$ cat src/rtl/apb_master_arbiter.sv
// Round-robin arbiter sharing one APB master port: IDLE -> SETUP -> ACCESS, 3 cycles minimum per transfer.
// Requesters hold req_valid until their req_ready pulse; ACCESS wait states are bounded by TIMEOUT.
module apb_master_arbiter #(
   parameter int NREQ    = 2,
   parameter int AW      = 32,
   parameter int DW      = 32,
   parameter int TIMEOUT = 16
) (
   input  logic                     Pclk,
   input  logic                     Presetn,
   input  logic [NREQ-1:0]          req_valid,
   input  logic [NREQ*AW-1:0]       req_addr,
   input  logic [NREQ-1:0]          req_write,
   input  logic [NREQ*DW-1:0]       req_wdata,
   output logic [NREQ-1:0]          req_ready,
   output logic [DW-1:0]            rsp_rdata,
   output logic                     rsp_err,
   output logic [$clog2(NREQ)-1:0]  grant_id,
   output logic                     Psel,
   output logic                     Penable,
   output logic [AW-1:0]            Paddr,
   output logic                     Pwrite,
   output logic [DW-1:0]            Pwdata,
   input  logic [DW-1:0]            Prdata,
   input  logic                     Pready,
   input  logic                     Pslverr
);

   localparam int GW = $clog2(NREQ);
   localparam int CW = $clog2(TIMEOUT + 1);

   localparam logic [1:0] ST_IDLE   = 2'd0;
   localparam logic [1:0] ST_SETUP  = 2'd1;
   localparam logic [1:0] ST_ACCESS = 2'd2;

   logic [1:0]    state;
   logic [GW-1:0] rr_ptr;
   logic [GW-1:0] win_id;
   logic          win_vld;
   logic [CW-1:0] acc_cnt;
   logic          timed_out;
   logic          done;
   logic [AW-1:0] sel_addr;
   logic [DW-1:0] sel_wdata;
   logic          sel_write;

   // Two passes: requesters above the pointer first, then wrap to those at or below it.
   always_comb begin
      win_vld = 1'b0;
      win_id  = rr_ptr;
      for (int i = 0; i < NREQ; i++) begin
         if (!win_vld && req_valid[i] && (GW'(i) > rr_ptr)) begin
            win_vld = 1'b1;
            win_id  = GW'(i);
         end
      end
      for (int i = 0; i < NREQ; i++) begin
         if (!win_vld && req_valid[i] && (GW'(i) <= rr_ptr)) begin
            win_vld = 1'b1;
            win_id  = GW'(i);
         end
      end
   end

   always_comb begin
      sel_addr  = '0;
      sel_wdata = '0;
      sel_write = 1'b0;
      for (int i = 0; i < NREQ; i++) begin
         if (GW'(i) == win_id) begin
            sel_addr  = req_addr[i*AW +: AW];
            sel_wdata = req_wdata[i*DW +: DW];
            sel_write = req_write[i];
         end
      end
   end

   // Psel/Penable decode straight from state so reset removes them without a clock edge.
   assign Psel      = (state != ST_IDLE);
   assign Penable   = (state == ST_ACCESS);
   assign timed_out = (acc_cnt == CW'(TIMEOUT));
   assign done      = Penable && (Pready || timed_out);
   assign rsp_rdata = Pready ? Prdata : '0;
   assign rsp_err   = Pready ? Pslverr : 1'b1;

   always_comb begin
      req_ready = '0;
      if (done) begin
         req_ready[grant_id] = 1'b1;
      end
   end

   always_ff @(posedge Pclk or negedge Presetn) begin
      if (!Presetn) begin
         state    <= ST_IDLE;
         rr_ptr   <= GW'(NREQ - 1);
         grant_id <= '0;
         Paddr    <= '0;
         Pwrite   <= 1'b0;
         Pwdata   <= '0;
         acc_cnt  <= '0;
      end else begin
         case (state)
            ST_IDLE: begin
               if (win_vld) begin
                  state    <= ST_SETUP;
                  rr_ptr   <= win_id;
                  grant_id <= win_id;
                  Paddr    <= sel_addr;
                  Pwrite   <= sel_write;
                  Pwdata   <= sel_wdata;
               end
            end
            ST_SETUP: begin
               state   <= ST_ACCESS;
               acc_cnt <= CW'(1);
            end
            ST_ACCESS: begin
               if (done) begin
                  state   <= ST_IDLE;
                  acc_cnt <= '0;
               end else begin
                  acc_cnt <= acc_cnt + CW'(1);
               end
            end
            default: begin
               state   <= ST_IDLE;
               acc_cnt <= '0;
            end
         endcase
      end
   end

endmodule

$ cat config.mk
export PLATFORM = sky130hd
export DESIGN_NAME = apb_master_arbiter
export DESIGN_NICKNAME = d
export VERILOG_FILES = /design/src/rtl/apb_master_arbiter.sv
export SDC_FILE = /design/constraint.sdc
export NUM_CORES = 1
export LEC_CHECK = 0
export CAP_MARGIN = 15
export CORE_MARGIN = 2
export CORE_UTILIZATION = 36
export CTS_CLUSTER_SIZE = 24
export DETAILED_ROUTE_END_ITERATION = 6
export PLACE_DENSITY = 0.82
export SLEW_MARGIN = 20
export SYNTH_ARGS = -nofsm -noshare
export SYNTH_HDL_FRONTEND = slang
export SYNTH_SLANG_ARGS = --single-unit
$ cat constraint.sdc
create_clock -name Pclk -period 1.7 [get_ports Pclk]
set_clock_uncertainty 0.1 [all_clocks]
set_input_delay 0.425 -clock Pclk [delete_from_list [all_inputs] [get_ports Pclk]]
set_output_delay 0.425 -clock Pclk [all_outputs]
set_load 0.02 [all_outputs]
# After elaboration in Yosys (flattened, before gate mapping)
# Cells that the tools add are included.
word_totals:
  register_bits: 74
  in_bits: 168
  mem_bits_rw: 0
  word_cells: 57
  latch_bits: 0
  out_inout_bits: 103
  n_memories: 0
  mem_bits_ro: 0
op_classes:
  n_reduce_logical: 17
  n_div: 0
  eq_ne: 5
  n_lt_le_gt_ge: 6
  n_addsub: 1
  muxes: 21
  mul: 0
  shift: 0
  bitwise: 0
op_table:
  columns: ["cell", "count"]
  rows:
  - ["two-way mux 32 bit", 3]
  - ["one-hot mux 5 bit (3 select lines)", 1]
  - ["two-way mux 1 bit", 11]
  - ["logical AND 1 bit", 9]
  - ["two-way mux 2 bit", 3]
  - ["one-hot mux 2 bit (3 select lines)", 1]
  - ["adder 5 x 1 -> 5 bit (second input constant)", 1]
  - ["equality test 5 bit (second input constant)", 1]
  - ["two-way mux 5 bit", 1]
  - ["AND reduction 2 bit", 2]
  - ["logical NOT 1 bit", 3]
  - ["equality test 2 x 1 -> 1 bit (second input constant)", 1]
  - ["equality test 2 bit (second input constant)", 1]
  - ["greater-than comparator 1 bit (first input constant)", 2]
  - ["<= comparator 1 bit (first input constant)", 2]
  - ["logical NOT 2 bit", 1]
  - ["less-than comparator 1 x 2 -> 1 bit (second input constant)", 1]
  - ["!= test 2 x 1 -> 1 bit (second input constant)", 1]
  - ["!= test 2 bit (second input constant)", 1]
  - ["nonzero test 2 bit", 1]
  - ["demux 1 bit (select 1 bit)", 1]
  - [">= comparator 1 bit (second input constant)", 1]
  - ["logical OR 1 bit", 1]

# Longest topological paths before layout
depth:
  depth_word: 17
  depth_mapped: 7
  mapped_depth_nobuf: 5

# Least setup slack after synthesis
# No wires, ideal clock.
synth_path:
  path_type: "register to output"
  from: "register acc_cnt[0]"
  to: "output port req_ready[0]"
  stages_incl_launch_ff: 6
  arrival_time_ps: 1245
  required_ps: 1175
  n_path_buf: 0
  path_slack_ps: -70
  cell_sequence: "dfrtp_1 inv_1 ha_1 and4bb_4 o21ai_1 nor2_1"
synth_between:
  elab_chain_cells: 4
synth_rtl:
  columns: ["element", "line_no", "rtl"]
  rows:
  - ["start: declaration", "40", "logic [CW-1:0] acc_cnt;"]
  - ["start signal: assignment", "123", "acc_cnt <= acc_cnt + CW'(1);"]
  - ["equality test 5 bit", "81", "assign timed_out = (acc_cnt == CW'(TIMEOUT));"]
  - ["logical OR 1 bit", "82", "assign done = Penable && (Pready || timed_out);"]
  - ["logical AND 1 bit", "82", null]
  - ["two-way mux 2 bit", "88", "if (done) begin"]
  - ["end: declaration", "15", "output logic [NREQ-1:0] req_ready,"]
# Every way passes these cells.

# Final worst setup path
layout_path:
  from: "register acc_cnt[1]"
  to: "output port req_ready[0]"
# Same word-level chain as after synthesis.

==> metrics <==
DR WL/cell=20.21 um; Synth async-reset ratio=100.0%; CP startpoint kind=flop; TritonRoute pass-1 iters=5; antenna violations before repair=0; FILL cells=675; TritonCTS buffer count=9; Peak Freq=a little under 500 MHz; Final Max Tran Viols=0; # Max-Cap Violations=0; final hold violations=0; most common cell in the netlist=dfrtp_1; routability cong.=approximately 0.83; Tightest Hold Check Type=primary input to async pin; post-synth net total=640; CTS tree=yes; Post-Synthesis Cell Area=0.003963 mm2; worst path cell trace=inv_2 > ha_4 > and4bb_4 > o21ai_2 > nor2_1 > buf_4; Yosys warning count=0; Setup Viol. Count Final=between 70 and 80; vias in the first global route=5247; Max-Slew Margin vs Limit=73.45%; DIE HEIGHT=108.9 um; H-tree depth=3; fin crit share=121.3%; DRC viols=0; Vias=~5200; clock latency on the worst-skew pair=0.35 ns; share of cells above drive strength 1=between 30% and 40%; worst stage delay on the critical path=0.40 ns; failing checks=setup timing; overall power=14.77 mW; Core Region=between 0.01 and 0.015 mm2; root buffer cell=clkbuf_8; Die Span X=108.9 um; Area Growth Syn to Fin=117.0%; Synth area leader=dfrtp_1; estimated wirelength of the detail-placed design=11040 um; top-area cell type share of the netlist area=46.10%; IO Count=~270; RR Startpoint=state[0]; Syn Area/Cell=8.485 um2; worst r2r dst=Pwdata[19]; reg2reg path depth=10; antenna viol nets, final=0; die footprint=0.01186 mm2; R2R Setup Slk=-0.14 ns; CP delay by family, top=flip-flops; final WL=18700 um; Seq/Total Area, Yosys=46.76%; crit path max-delay cell type=dfrtp_1; TritonCTS Sinks=74; pre-CTS setup slack=-0.7318 ns; # diodes=0; fin nets=between 900 and 1000; largest net degree at the start of global routing=51; CTS Buffer Depth=2; Max rail drop VDD=~1.2 mV; Initial DRC Count=489; first-pass GRT wire length=approximately 27000 um; total gr overflow=0; dominant synthesized flop cell=dfrtp_1; PwrDens=around 1700 mW/mm2; LEAKAGE=roughly 3.5 nW; Yosys reg bits=74; Syn Inst Count=467; Tot GR Track Use=approximately 30%; clock-pin slew on the worst setup and hold paths=0.09 ns; Starting Density=between 30% and 40%; Unique masters post-synth=34; vias per inst=5.648; Post-synth EDFFs=0; post-route setup slack=-0.3613 ns; # rows=38; Crit. End Element=output pin; critical path type=flop to output pin; largest cells by area after synthesis=dfrtp_1 46%, a31oi_1 11%, nand3_1 8.5%; IO Port Bufs=270; most instantiated cells after synthesis=73 x dfrtp_1, 70 x nor2_1, 67 x a31oi_1, 67 x nand3_1; RSZ-0062 raised after global routing=true; crit-path max FO=2; CP bufs+invs=2; Final min period=2.061 ns; status=finished with violations; WP data required=1.17 ns; CP Data Arrival Time=between 1.5 and 2 ns; Least-Margin Pin Slew=0.3941 ns
## worst register-to-register path: cells and delay by family (launching register included)
kind                       cells  cell delay (ns)
AOI/OAI and AO/OA              2             0.36
adders and majority gates      1             0.14
and+or+nand+nor                1             0.04
buffers and inverters          6             0.70
DFF                            1             0.40
## flip-flops by register name (all words and copies together), names as in the netlist
name	flops
state	2
rr_ptr	1
Paddr	32
grant_id	1
Pwdata	32
Pwrite	1
acc_cnt	5
## cell families after synthesis
| group | count (synthesis) | synth area share, % |
|---|---|---|
| simple gates | 186 | 23.08 |
| fa+ha+maj | 5 | 1.579 |
| mux | 2 | 0.6630 |
| buf+inv | 54 | 6.757 |
| flops | 74 | 46.76 |
| compound gates | 146 | 21.16 |
## worst max path at each step
stage / start / to / slack (ns) / cells past startpoint
global route: acc_cnt[0] / req_ready[0] / -0.45 / 6
CTS: acc_cnt[1] / req_ready[1] / -0.39 / 6
detailed placement: Pready / req_ready[1] / -0.73 / 5
floorplan: acc_cnt[0] / req_ready[0] / -0.07 / 5
finish: acc_cnt[1] / req_ready[0] / -0.36 / 6
global placement: Pready / req_ready[0] / -0.73 / 5
## power by group
group	internal, mW	switching [mW]
logic	4.96	4.98
registers	2.63	0.825
clock network	0.681	0.688
## cell type report
type                    count  area (um2)  share of cell area [%]
multi-input cells         339        2520                   29.30
clock inverters             6       65.06                  0.7566
inverters                   8       32.53                  0.3783
well taps                 140       175.2                   2.037
clock buffers              10       127.6                   1.484
repair buffers            348        3826                   44.49
flip-flops and latches     74        1853                   21.55
## stage by stage
stage               cells  cell area (um2)  util [%]  hold WS, ns  TNS (ns)
finish                925             8600     79.68       0.3882    -5.291
global route          925             8600     79.68       0.3963    -9.155
CTS                   925             8188     75.86       0.3815    -5.439
detailed placement    866             7032     65.15       0.2233    -43.91
global placement      866             7032     65.15       0.2207    -42.02
floorplan             467             3963         -      0.02941   -0.1395
## cells in the final DEF (no fill, tap or decap), drive strengths merged, types with 2 or more instances in the layout
cell type and instances:
inv 9, o21ai 70, mux2 2, a31oi 67, nand3 67, nor2b 2, dlymetal6s2s 2, nor2 70
nand2 5, clkinv 3, ha 5, clkdlybuf4s15 13, nand2b 2, and2 33, clkbuf 14, a21oi 2
clkdlybuf4s50 160, dlygate4sd2 56, buf 111, dfrtp 73
## metal layers
| layer | global-route usage, % | wire length [um] | vias to the layer above |
|---|---|---|---|
| met4 | 14.29 | 776 | 0 |
| met1 | 32.93 | 6762 | 2513 |
| met2 | 52.93 | 9636 | 333 |
| met5 | 0 | 0 | - |
| li1 | - | - | 2313 |
| met3 | 7.173 | 1522 | 65 |
## timing repair
action,CTS,global route
setup endpoints to repair,170,93
pin swaps,13,7
gates resized for setup,348,121
hold endpoints to repair,17,0
setup buffers,26,1
gates cloned,19,3
hold buffers,1,0
Power figures use the tool's default switching activity.
